--- config.mk ---
export PLATFORM = sky130hd
export DESIGN_NAME = pc_fetch_flat
export DESIGN_NICKNAME = d
export VERILOG_FILES = /design/src/rtl/pc_fetch_if.sv /design/src/rtl/pc_fetch.sv /design/src/flat_wrapper.sv
export SDC_FILE = /design/constraint.sdc
export NUM_CORES = 1
export LEC_CHECK = 0
export ABC_AREA = 0
export BUFFER_PORTS_ARGS = -buffer_cell sky130_fd_sc_hd__buf_2
export CORE_MARGIN = 4
export CORE_UTILIZATION = 51
export DETAILED_ROUTE_END_ITERATION = 8
export GPL_ROUTABILITY_DRIVEN = 0
export PLACE_DENSITY = 0.8
export SYNTH_ARGS = -nofsm -noshare
export SYNTH_HDL_FRONTEND = slang
export SYNTH_SLANG_ARGS = --single-unit
--- constraint.sdc ---
create_clock -name clk -period 2.38 [get_ports clk]
set_input_delay 0.119 -clock clk [delete_from_list [all_inputs] [get_ports clk]]
set_output_delay 0.119 -clock clk [all_outputs]
set_load 0.1 [all_outputs]
--- src/rtl/pc_fetch_if.sv ---
// Fetch-side interface of pc_fetch: PC load controls, fetch handshake,
// memory read channel and the registered result outputs.
interface pc_fetch_if;
  logic        start;
  logic        ld_pc;
  logic [1:0]  pcmux_sel;
  logic [15:0] bus_in;
  logic [15:0] adder_in;
  logic        mem_ready;
  logic [15:0] mem_rdata;
  logic        mem_req;
  logic [15:0] mem_addr;
  logic [15:0] pc_out;
  logic [15:0] ir_out;
  logic        ir_valid;
  logic        busy;
  logic        fetch_err;

  modport master (
    output start, ld_pc, pcmux_sel, bus_in, adder_in, mem_ready, mem_rdata,
    input  mem_req, mem_addr, pc_out, ir_out, ir_valid, busy, fetch_err
  );

  modport slave (
    input  start, ld_pc, pcmux_sel, bus_in, adder_in, mem_ready, mem_rdata,
    output mem_req, mem_addr, pc_out, ir_out, ir_valid, busy, fetch_err
  );
endinterface

--- src/rtl/pc_fetch.sv ---
// LC-3b program counter and instruction-fetch sequencer. Two states:
// IDLE accepts PC loads and fetch starts, WAIT holds the memory request
// until mem_ready or the timeout counter expires. All outputs registered.
module pc_fetch #(
  parameter logic [15:0] RESET_PC    = 16'h3000,
  parameter int          MEM_TIMEOUT = 15
) (
  input  logic        clk,
  input  logic        reset_n,
  pc_fetch_if.slave   bus
);
  typedef enum logic {IDLE, WAIT} state_t;

  localparam logic [7:0] TO_LAST = 8'(MEM_TIMEOUT - 1);

  state_t      state_q, state_d;
  logic [15:0] pc_q, pc_d, addr_q, addr_d, ir_q, ir_d, pc_sel;
  logic        req_q, req_d, irv_q, irv_d, busy_q, busy_d, err_q, err_d;
  logic [7:0]  cnt_q, cnt_d;

  // PC mux; loaded values are forced to a word boundary
  always_comb begin
    pc_sel = pc_q;
    unique case (bus.pcmux_sel)
      2'b00: pc_sel = pc_q + 16'd2;
      2'b01: pc_sel = {bus.bus_in[15:1], 1'b0};
      2'b10: pc_sel = {bus.adder_in[15:1], 1'b0};
      2'b11: pc_sel = pc_q;
    endcase
  end

  // next-state and next-output logic; pulses default low each cycle
  always_comb begin
    state_d = state_q;
    pc_d    = pc_q;
    addr_d  = addr_q;
    ir_d    = ir_q;
    req_d   = req_q;
    irv_d   = 1'b0;
    busy_d  = busy_q;
    err_d   = 1'b0;
    cnt_d   = cnt_q;
    unique case (state_q)
      IDLE: begin
        if (bus.ld_pc) pc_d = pc_sel;
        if (bus.start) begin
          // fetch uses the PC as updated by a same-edge load
          addr_d  = bus.ld_pc ? pc_sel : pc_q;
          req_d   = 1'b1;
          busy_d  = 1'b1;
          cnt_d   = 8'd0;
          state_d = WAIT;
        end
      end
      WAIT: begin
        if (bus.mem_ready) begin
          ir_d    = bus.mem_rdata;
          irv_d   = 1'b1;
          pc_d    = addr_q + 16'd2;
          req_d   = 1'b0;
          busy_d  = 1'b0;
          state_d = IDLE;
        end else if (cnt_q == TO_LAST) begin
          err_d   = 1'b1;
          req_d   = 1'b0;
          busy_d  = 1'b0;
          state_d = IDLE;
        end else begin
          cnt_d = cnt_q + 8'd1;
        end
      end
      default: state_d = IDLE;
    endcase
  end

  // state register with synchronous reset; reset abandons any fetch
  always_ff @(posedge clk) begin
    if (!reset_n) begin
      state_q <= IDLE;
      pc_q    <= RESET_PC;
      addr_q  <= 16'd0;
      ir_q    <= 16'd0;
      req_q   <= 1'b0;
      irv_q   <= 1'b0;
      busy_q  <= 1'b0;
      err_q   <= 1'b0;
      cnt_q   <= 8'd0;
    end else begin
      state_q <= state_d;
      pc_q    <= pc_d;
      addr_q  <= addr_d;
      ir_q    <= ir_d;
      req_q   <= req_d;
      irv_q   <= irv_d;
      busy_q  <= busy_d;
      err_q   <= err_d;
      cnt_q   <= cnt_d;
    end
  end

  assign bus.pc_out    = pc_q;
  assign bus.mem_addr  = addr_q;
  assign bus.ir_out    = ir_q;
  assign bus.mem_req   = req_q;
  assign bus.ir_valid  = irv_q;
  assign bus.busy      = busy_q;
  assign bus.fetch_err = err_q;
endmodule

--- src/flat_wrapper.sv ---
// flat-port wrapper written by rule: the top's interface ports become plain ports
module pc_fetch_flat 
#(
  parameter logic [15:0] RESET_PC    = 16'h3000,
  parameter int          MEM_TIMEOUT = 15
)
  (clk, reset_n, bus_start, bus_ld_pc, bus_pcmux_sel, bus_bus_in, bus_adder_in, bus_mem_ready, bus_mem_rdata, bus_mem_req, bus_mem_addr, bus_pc_out, bus_ir_out, bus_ir_valid, bus_busy, bus_fetch_err);
  pc_fetch_if bus_i ();
  input  logic clk;
  input  logic reset_n;
  input wire logic [$bits(bus_i.start)-1:0] bus_start;
  input wire logic [$bits(bus_i.ld_pc)-1:0] bus_ld_pc;
  input wire logic [$bits(bus_i.pcmux_sel)-1:0] bus_pcmux_sel;
  input wire logic [$bits(bus_i.bus_in)-1:0] bus_bus_in;
  input wire logic [$bits(bus_i.adder_in)-1:0] bus_adder_in;
  input wire logic [$bits(bus_i.mem_ready)-1:0] bus_mem_ready;
  input wire logic [$bits(bus_i.mem_rdata)-1:0] bus_mem_rdata;
  output wire logic [$bits(bus_i.mem_req)-1:0] bus_mem_req;
  output wire logic [$bits(bus_i.mem_addr)-1:0] bus_mem_addr;
  output wire logic [$bits(bus_i.pc_out)-1:0] bus_pc_out;
  output wire logic [$bits(bus_i.ir_out)-1:0] bus_ir_out;
  output wire logic [$bits(bus_i.ir_valid)-1:0] bus_ir_valid;
  output wire logic [$bits(bus_i.busy)-1:0] bus_busy;
  output wire logic [$bits(bus_i.fetch_err)-1:0] bus_fetch_err;
  assign bus_i.start = bus_start;
  assign bus_i.ld_pc = bus_ld_pc;
  assign bus_i.pcmux_sel = bus_pcmux_sel;
  assign bus_i.bus_in = bus_bus_in;
  assign bus_i.adder_in = bus_adder_in;
  assign bus_i.mem_ready = bus_mem_ready;
  assign bus_i.mem_rdata = bus_mem_rdata;
  assign bus_mem_req = bus_i.mem_req;
  assign bus_mem_addr = bus_i.mem_addr;
  assign bus_pc_out = bus_i.pc_out;
  assign bus_ir_out = bus_i.ir_out;
  assign bus_ir_valid = bus_i.ir_valid;
  assign bus_busy = bus_i.busy;
  assign bus_fetch_err = bus_i.fetch_err;
  pc_fetch #(.RESET_PC(RESET_PC), .MEM_TIMEOUT(MEM_TIMEOUT)) u_core (.clk(clk), .reset_n(reset_n), .bus(bus_i));
endmodule
==> results of run 1 <==
==> flip-flops by register name, indices dropped and copies added (netlist names) <==
name                  flops
u_core.state_q            1
u_core.bus.busy           1
u_core.bus.ir_out        16
u_core.bus.mem_addr      16
u_core.bus.ir_valid       1
u_core.bus.fetch_err      1
u_core.cnt_q              8
u_core.bus.pc_out        16
==> worst reg2reg max path, stage by stage, from the launching register on <==
cell and delay, ns:
dfxtp_2 0.40, ha_1 0.24, nand3_1 0.20, nor3_1 0.23, mux2_2 0.35, a221oi_1 0.37, o21ai_0 0.15
==> Yosys cell counts (4+ instances only) <==
| library cell | instances | area share |
|---|---|---|
| nor2_1 | 30 | 0.033 |
| mux2_2 | 5 | 0.017 |
| a211oi_1 | 8 | 0.018 |
| dfxtp_1 | 60 | 0.36 |
| mux2i_1 | 9 | 0.027 |
| nor2b_1 | 8 | 0.015 |
| a22o_1 | 6 | 0.016 |
| a22oi_1 | 5 | 0.011 |
| nor4_1 | 4 | 0.0074 |
| and2_1 | 4 | 0.0074 |
| nand4_1 | 7 | 0.013 |
| o21a_1 | 4 | 0.0089 |
| xnor2_1 | 14 | 0.036 |
| nor3_1 | 5 | 0.0074 |
| a211o_1 | 6 | 0.016 |
| o21ai_0 | 28 | 0.042 |
| o22ai_1 | 6 | 0.011 |
| nand2_1 | 61 | 0.068 |
| ha_1 | 4 | 0.015 |
| nand3_1 | 17 | 0.025 |
| inv_1 | 12 | 0.013 |
| a21oi_1 | 37 | 0.055 |
| or3_1 | 4 | 0.0074 |
| a221oi_1 | 6 | 0.016 |
| buf_2 | 5 | 0.0074 |
| xor2_1 | 5 | 0.013 |
| clkbuf_1 | 22 | 0.025 |
==> metrics by stage <==
stage / cell area, um^2 / total power [mW] / cells / setup slack (ns) / setup TNS, ns
2_1_floorplan: 3381 / 1.813 / 425 / -0.001588 / -0.001588
3_5_place_dp: 3905 / 1.980 / 581 / 0.3240 / 0
5_1_grt: 4131 / 3.091 / 598 / 0.1517 / 0
4_1_cts: 4131 / 2.988 / 598 / 0.3246 / 0
6_report: 4131 / 2.977 / 598 / 0.3267 / 0
3_3_place_gp: 3905 / 1.965 / 581 / 0.3890 / 0
==> how the worst min path moves through the flow <==
stage | start | slack [ns] | depth (start not counted) | end
finish | bus_mem_rdata[3] | 0.01 | 3 | u_core.bus.ir_out[3]
global route | bus_mem_rdata[5] | 0.02 | 3 | u_core.bus.ir_out[5]
CTS | bus_mem_rdata[9] | 0.002 | 3 | u_core.bus.ir_out[9]
detailed placement | bus_mem_rdata[0] | 0.37 | 3 | u_core.bus.ir_out[0]
global placement | bus_mem_rdata[9] | 0.36 | 3 | u_core.bus.ir_out[9]
floorplan | bus_mem_rdata[0] | 0.26 | 2 | u_core.bus.ir_out[0]
==> report_power, final <==
part / internal (mW) / leakage [nW] / switching (mW)
sequential: 1.07 / 0.494 / 0.0858
clock: 0.613 / 0.113 / 0.398
combinational: 0.189 / 1.11 / 0.625
total: 1.87 / 1.72 / 1.11
==> final cells by class <==
cell class / instances / area (um^2)
fillers: 549 / 2255
multi-input cells: 323 / 1993
flip-flops and latches: 60 / 1212
repair buffers: 110 / 568.0
clock buffers: 11 / 141.4
well taps: 77 / 96.34
clock inverters: 5 / 75.07
inverters: 12 / 45.04
==> kinds of logic after synthesis <==
logic type,after synthesis,synth area share
xor gates and xnor gates,19,0.04939
muxes,14,0.04345
buffers and inverters,42,0.05198
adders and majority gates,4,0.01485
DFF,60,0.3565
AOI/OAI and AO/OA,132,0.2644
and+or+nand+nor,154,0.2195
==> timing repair <==
item                      in CTS  in global routing
hold buffers                   1                  0
buffers inserted               0                  0
hold endpoints to repair       1                  0
==> per-layer routing <==
| metal | track usage | vias up | wire length [um] |
|---|---|---|---|
| met2 | 0.3624 | 161 | 4188 |
| li1 | - | 1724 | - |
| met4 | 0.07442 | 0 | 130 |
| met1 | 0.3109 | 1622 | 4144 |
| met5 | 0 | - | 0 |
| met3 | 0.06083 | 15 | 859 |
==> out/qor.csv, run 1 <==
stage,metric,value,unit
floorplan,Die ar.,0.007971,mm^2
worst_setup_path,family with the most delay on the worst path,compound AO/OA/AOI/OAI gates,
clocking,PostCTS Resize Cnt,0,
cells_and_area,nets,575,
timing,fin crit share,0.8627,
worst_hold_path,min-delay worst type,in -> reg,
detailed_routing,first drt pass iteration count,5,
worst_setup_path,CP max FO,8,
worst_setup_path,CP endpoint,u_core.bus.pc_out[11],
timing,post-layout min period,2.053,ns
worst_setup_path,Worst R2R Setup Slack,0.33,ns
placed_design,port bufs,104,
clocking,clock sink count,60,
worst_setup_path,CP Data Required Time,2.60,ns
detailed_routing,Final ANT Viol Nets,0,
global_route,first-pass GRT wire length,14370,um
floorplan,Die H,89.28,um
detailed_routing,final WL,9322,um
worst_setup_path,"Buf+Inv Stages, Crit Path",0,
global_route,initial antenna violation count,0,
power_and_ir_drop,VDD IR-drop max,0.4556,mV
timing,Hold Fails Final Rpt,0,
power_and_ir_drop,pwr dens,720.5,mW/mm^2
detailed_routing,DR DRC count,0,
run,Max Cap Viol,0,
timing,Hold Slack,0.01208,ns
logic_synthesis,Mapped Area,0.003369,mm^2
clocking,clock buffer count from CTS,9,
floorplan,IO Pins,107,
detailed_routing,vias per std cell,5.890,
logic_synthesis,"Net Count, Synth",484,
logic_synthesis,Synth Register Bits,60,
worst_setup_path,Crit Reg-Reg Endpoint,u_core.bus.pc_out[11],
logic_synthesis,async set or reset register ratio after synthesis,0,
timing,RSZ-0062 raised after global routing,false,
outcome,outcome,completed,
timing,FMAX,487.0,MHz
global_route,GR Overflow Total,0,
worst_setup_path,FF-to-FF Start,u_core.bus.pc_out[1],
cells_and_area,utilization after layout,0.6469,
cells_and_area,ANT cells,0,
global_route,pin count of the biggest net entering global routing,31,
cells_and_area,"most common cell after layout, fill and taps aside",buf_2,
timing,final setup fails,0,
detailed_routing,drt wl/cell,15.59,um
clocking,Worst-Skew Late Latency,0.35,ns
worst_setup_path,critical path's largest stage delay,0.40,ns
clocking,Clock transition at path regs,0.07,ns
timing,Clock Skews,0.005659,ns
timing,Rel. slew slack,0.3672,
timing,Max Slew Vio Count,0,
worst_setup_path,crit path DAT,2.28,ns
power_and_ir_drop,Leak,1.715,nW
logic_synthesis,"Seq/Total Area, Yosys",0.3565,
clocking,TritonCTS clock tree,yes,
placed_design,dpl hpwl,6736,um
worst_setup_path,Crit-path slowest cell,dfxtp_2,
timing,Slew @ Worst Pin,0.9482,ns
cells_and_area,layout cell share with drive strength beyond 1,0.2821,
worst_setup_path,Crit path depth,6,
worst_setup_path,FF-to-FF path depth,6,
floorplan,Die W,89.28,um
cells_and_area,most frequent cells in the layout,"buf_2, nand2_1, dfxtp_1, a21oi_1, nor2_1",
clocking,clk buf depth,2,
floorplan,Initial Util,0.5276,
logic_synthesis,ys flop type,dfxtp_1,
clocking,root buffer cell,clkbuf_8,
worst_setup_path,Critical Path Start Type,flop,
worst_setup_path,kind of critical path,reg -> reg,
logic_synthesis,Syn Inst Count,425,
cells_and_area,synthesis-to-finish area growth,22.61,%
global_route,vias in the first global route,3018,
logic_synthesis,Mean Syn Cell Area,7.928,um^2
worst_setup_path,first element of the critical path,u_core.bus.pc_out[1],
logic_synthesis,Yosys warnings,0,
logic_synthesis,Post-synth EDFFs,0,
detailed_routing,vias post-DR,3522,
clocking,htree depth,3,
detailed_routing,drt initial violations,305,
floorplan,Rows,29,
floorplan,area of the core,0.006386,mm^2
worst_setup_path,CP Cell Sequence,"ha_1, nand3_1, nor3_1, mux2_2, a221oi_1, o21ai_0",
worst_setup_path,crit path capture type,flop,
global_route,Total Routing Usage GR,0.2313,
logic_synthesis,Netlist cell types,55,
(Power assumes the default switching activity.)
==> run 2: changes to the inputs <==
Settings changed: MAX_ROUTING_LAYER from default to met4.
==> run 2 against run 1 <==
Compared with the run above: die area unchanged; setup slack got worse by 0.0017 ns; global-route usage increased by 0.72 points; combinational power about the same; clock power about the same; clock-buffer cell count unchanged; sequential cell count unchanged; worst hold slack got worse by 0.0014 ns; routed wire length decreased by 0.74%.
==> out/qor.csv, run 2 (synthesis gave the netlist of run 1 again) <==
stage,metric,value,unit
detailed_routing,vias post-DR,3552,
floorplan,Rows,29,
clocking,Worst-Skew Late Latency,0.35,ns
global_route,GR Overflow Total,0,
clocking,clk buf depth,2,
clocking,htree depth,3,
worst_setup_path,CP Data Required Time,2.60,ns
worst_setup_path,"Buf+Inv Stages, Crit Path",0,
global_route,Total Routing Usage GR,0.2385,
detailed_routing,final WL,9253,um
timing,fin crit share,0.8635,
timing,FMAX,486.6,MHz
placed_design,dpl hpwl,6736,um
worst_setup_path,crit path capture type,flop,
worst_hold_path,min-delay worst type,in -> reg,
cells_and_area,nets,575,
worst_setup_path,kind of critical path,reg -> reg,
clocking,Clock transition at path regs,0.07,ns
cells_and_area,cell area after layout,0.004131,mm^2
floorplan,Initial Util,0.5276,
clocking,PostCTS Resize Cnt,0,
floorplan,Die W,89.28,um
timing,Clock Skews,0.005765,ns
timing,post-layout min period,2.055,ns
power_and_ir_drop,Leak,1.715,nW
detailed_routing,drt initial violations,298,
cells_and_area,"most common cell after layout, fill and taps aside",buf_2,
timing,RSZ-0062 raised after global routing,false,
timing,Rel. slew slack,0.3599,
worst_setup_path,Critical Path Start Type,flop,
worst_setup_path,Crit-path slowest cell,dfxtp_2,
cells_and_area,synthesis-to-finish area growth,22.61,%
timing,Slew @ Worst Pin,0.9591,ns
worst_setup_path,FF-to-FF path depth,6,
clocking,root buffer cell,clkbuf_8,
global_route,first-pass GRT wire length,14370,um
global_route,initial antenna violation count,0,
global_route,pin count of the biggest net entering global routing,31,
placed_design,pre-CTS setup slack,0.3240,ns
detailed_routing,drt wl/cell,15.47,um
power_and_ir_drop,pwr dens,720.4,mW/mm^2
clocking,clock sink count,60,
timing,final setup fails,0,
cells_and_area,Final Non-Filler Cells,598,
clocking,TritonCTS clock tree,yes,
cells_and_area,ANT cells,0,
cells_and_area,Filler Cell Count,549,
outcome,outcome,completed,
floorplan,Die ar.,0.007971,mm^2
power_and_ir_drop,VDD IR-drop max,0.4553,mV
cells_and_area,layout cell share with drive strength beyond 1,0.2821,
worst_setup_path,crit path DAT,2.28,ns
floorplan,area of the core,0.006386,mm^2
cells_and_area,utilization after layout,0.6469,
worst_setup_path,critical path's largest stage delay,0.40,ns
cells_and_area,most frequent cells in the layout,"buf_2, nand2_1, dfxtp_1, a21oi_1, nor2_1",
placed_design,dpl cells,581,
worst_setup_path,Crit path depth,6,
worst_setup_path,CP max FO,8,
placed_design,placed inst area,0.003905,mm^2
clocking,clock buffer count from CTS,9,
timing,Setup TNS,0,ns
worst_setup_path,CP Cell Sequence,"ha_1, nand3_1, nor3_1, mux2_2, a221oi_1, o21ai_0",
floorplan,Die H,89.28,um
timing,Max Slew Vio Count,0,
detailed_routing,first drt pass iteration count,5,
placed_design,port bufs,104,
worst_setup_path,family with the most delay on the worst path,compound AO/OA/AOI/OAI gates,
timing,Final WS setup,0.3249,ns
global_route,vias in the first global route,3013,
worst_hold_path,Hold Crit Depth,3,
worst_setup_path,Worst R2R Setup Slack,0.32,ns
run,Max Cap Viol,0,
floorplan,IO Pins,107,
detailed_routing,Final ANT Viol Nets,0,
detailed_routing,DR DRC count,0,
timing,Hold Fails Final Rpt,0,
detailed_routing,vias per std cell,5.940,
==> run 2: final cells by class <==
type / count / area, um^2 / area share
clock buffers: 11 / 141.4 / 0.03422
multi-input cells: 323 / 1993 / 0.4824
well taps: 77 / 96.34 / 0.02332
repair buffers: 110 / 568.0 / 0.1375
inverters: 12 / 45.04 / 0.01090
flip-flops and latches: 60 / 1212 / 0.2935
clock inverters: 5 / 75.07 / 0.01817
==> run 2: path summary, 6_finish.rpt <==
check / start / to
max: u_core.bus.pc_out[1] / u_core.bus.pc_out[11]
min: bus_mem_rdata[3] / u_core.bus.ir_out[3]
max reg2reg: u_core.bus.pc_out[1] / u_core.bus.pc_out[11]
min reg2reg: u_core.bus.ir_out[3] / u_core.bus.ir_out[3]
==> run 2: per-layer routing <==
layer  routed length, um  part of all wire  global-route usage
met1                4096              0.44              0.3154
met2                4167              0.45              0.3624
met3                 834             0.090             0.03779
met4                 155             0.017             0.09878
met5                   0                 0                   -
==> run 2: tightest hold or removal path: cells and delay by family <==
family | cells | cell delay (ns)
AO/OA/AOI/OAI | 1 | 0.05
buffers and inverters | 1 | 0.09
AND/OR/NAND/NOR | 1 | 0.04
==> run 2: metrics by stage <==
| step | hold WS, ns | power, mW |
|---|---|---|
| 6_report | 0.01071 | 2.976 |
| 5_1_grt | 0.02080 | 3.088 |
| 4_1_cts | 0.002339 | 2.988 |
| 3_5_place_dp | 0.3654 | 1.980 |
| 3_3_place_gp | 0.3586 | 1.965 |
| 2_1_floorplan | 0.2550 | 1.813 |
==> run 2: what timing repair did <==
| item | 4_1_cts | 5_1_grt |
|---|---|---|
| hold buffers | 1 | 0 |
| endpoints found under the setup margin | 0 | 0 |
| hold endpoints to repair | 1 | 0 |
| setup buffers | 0 | 0 |
==> run 2: where the power goes <==
part	internal, mW	switching, mW	total [mW]
Clock	0.613	0.399	1.01
Combinational	0.189	0.625	0.814
Sequential	1.07	0.0854	1.15
Total	1.87	1.11	2.98
==> run 3: changes to the inputs <==
Settings changed: CORE_ASPECT_RATIO from default to 1.1, CORE_UTILIZATION 51 to 54, PLACE_DENSITY 0.8 to 0.84.
Clock period 2.38 ns to 2.5 ns, I/O delays scaled along.
==> run 3 against run 2 <==
Compared with the run above: via count is 0.25% lower; sequential cell count unchanged; clock power is 19% lower; critical endpoint is now u_core.bus.pc_out[13]; highest routed layer unchanged; sequential share of layout area up 0.13 points; combinational power is 4.3% lower; first-iteration DRC count down 29%; worst hold slack gained 0.011 ns; largest cell class unchanged; register-to-register slack gained 0.12 ns; non-clock buffer count is 1 lower.
==> out/qor.csv, run 3 (synthesis gave the netlist of run 1 again) <==
stage,metric,value,unit
outcome,outcome,completed,
floorplan,Initial Util,0.5697,
worst_setup_path,crit path capture type,flop,
worst_setup_path,Crit-path slowest cell,or4_1,
timing,Hold Fails Final Rpt,0,
detailed_routing,vias post-DR,3543,
floorplan,area of the core,0.005914,mm^2
power_and_ir_drop,Leak,1.694,nW
detailed_routing,Final ANT Viol Nets,0,
cells_and_area,"most common cell after layout, fill and taps aside",buf_2,
floorplan,Die ar.,0.007569,mm^2
detailed_routing,drt wl/cell,15.38,um
global_route,first-pass GRT wire length,15340,um
timing,final setup fails,0,
floorplan,Die W,83.32,um
detailed_routing,vias per std cell,5.945,
detailed_routing,first drt pass iteration count,5,
timing,Clock Skews,0.003747,ns
global_route,initial antenna violation count,0,
timing,Rel. slew slack,0.3996,
timing,FMAX,486.8,MHz
timing,RSZ-0062 raised after global routing,false,
global_route,pin count of the biggest net entering global routing,31,
global_route,GR Overflow Total,0,
placed_design,dpl hpwl,6672,um
worst_hold_path,Hold Crit Depth,3,
detailed_routing,drt initial violations,213,
global_route,vias in the first global route,3364,
worst_setup_path,kind of critical path,reg -> reg,
floorplan,Die H,90.85,um
timing,fin crit share,0.8217,
worst_setup_path,Critical Path Start Type,flop,
power_and_ir_drop,power share of the clock group,0.304,
power_and_ir_drop,VDD IR-drop max,0.5104,mV
power_and_ir_drop,Pint,1.654,mW
worst_setup_path,critical path's largest stage delay,0.48,ns
detailed_routing,final WL,9167,um
detailed_routing,DR DRC count,0,
clocking,TritonCTS clock tree,yes,
clocking,clock sink count,60,
floorplan,IO Pins,107,
cells_and_area,most frequent cells in the layout,"buf_2, nand2_1, dfxtp_1, a21oi_1, nor2_1",
power_and_ir_drop,P_sw,1.031,mW
timing,post-layout min period,2.054,ns
power_and_ir_drop,Net Sw Frac,0.3841,
timing,Slew @ Worst Pin,0.8996,ns
placed_design,placed inst area,0.003896,mm^2
global_route,Total Routing Usage GR,0.2480,
power_and_ir_drop,pwr dens,657.4,mW/mm^2
worst_setup_path,CP max FO,8,
worst_setup_path,CP Cell Sequence,"ha_1, nand3_1, or4_1, o21a_1, o22ai_1, o221ai_1",
cells_and_area,synthesis-to-finish area growth,21.20,%
power_and_ir_drop,register share of total power,0.406,
clocking,post-CTS setup buffer count,0,
worst_setup_path,crit path DAT,2.25,ns
clocking,root buffer cell,clkbuf_8,
floorplan,Rows,29,
clocking,clk buf depth,2,
cells_and_area,ANT cells,0,
clocking,PostCTS Resize Cnt,0,
worst_setup_path,FF-to-FF path depth,6,
cells_and_area,cell area after layout,0.004084,mm^2
cells_and_area,nets,574,
worst_setup_path,CP Data Required Time,2.69,ns
power_and_ir_drop,Comb pwr share,0.290,
clocking,Clock transition at path regs,0.06,ns
clocking,htree depth,3,
clocking,clock buffer count from CTS,9,
clocking,Worst-Skew Late Latency,0.34,ns
timing,Max Slew Vio Count,0,
clocking,hold_buf cts,0,
run,Max Cap Viol,0,
worst_hold_path,min-delay worst type,in -> reg,
placed_design,port bufs,104,
timing,Setup TNS,0,ns
cells_and_area,layout cell share with drive strength beyond 1,0.2678,
-- run 3: critical path, delay by kind of cell (launching register included) --
kind                       cells  cell delay [ns]
and+or+nand+nor                2             0.69
AOI/OAI and AO/OA              3             0.59
DFF                            1             0.40
adders and majority gates      1             0.23
-- run 3: layer usage --
layer | global-route usage | routed length (um)
met1 | 0.2877 | 3747
met2 | 0.4044 | 4276
met3 | 0.06934 | 929
met4 | 0.09946 | 213
met5 | - | 0
-- run 3: cell type report --
cell class              instances  area, um^2
multi-input cells             323        1993
well taps                      77       96.34
inverters                      12       45.04
fillers                       498        1831
flip-flops and latches         60        1204
repair buffers                109       558.0
clock inverters                 1       5.005
clock buffers                  14       182.7
-- run 3: per-stage QoR --
stage / power, mW / utilization / std cells / hold WS (ns) / setup slack, ns
global route: 2.795 / 0.6905 / 596 / 0.03127 / 0.2353
finish: 2.685 / 0.6905 / 596 / 0.02149 / 0.4457
global placement: 1.867 / 0.6588 / 581 / 0.3644 / 0.5138
detailed placement: 1.881 / 0.6588 / 581 / 0.3727 / 0.4717
CTS: 2.695 / 0.6905 / 596 / 0.01474 / 0.4580
floorplan: 1.724 / - / 425 / 0.2610 / 0.0006015
-- run 3: power by group through the flow --
| stage | clock network (mW) | logic [mW] | registers [mW] |
|---|---|---|---|
| 2_1_floorplan | 0 | 0.256 | 1.47 |
| 3_3_place_gp | 0 | 0.763 | 1.10 |
| 3_5_place_dp | 0 | 0.773 | 1.11 |
| 4_1_cts | 0.830 | 0.777 | 1.09 |
| 5_1_grt | 0.871 | 0.825 | 1.10 |
| 6_report | 0.816 | 0.779 | 1.09 |
-- run 3: final timing paths --
check                        start                     to  slack, ns
max           u_core.bus.pc_out[1]  u_core.bus.pc_out[13]       0.45
min               bus_mem_rdata[8]   u_core.bus.ir_out[8]       0.02
max reg2reg   u_core.bus.pc_out[1]  u_core.bus.pc_out[13]       0.45
min reg2reg  u_core.bus.ir_out[13]  u_core.bus.ir_out[13]       0.45
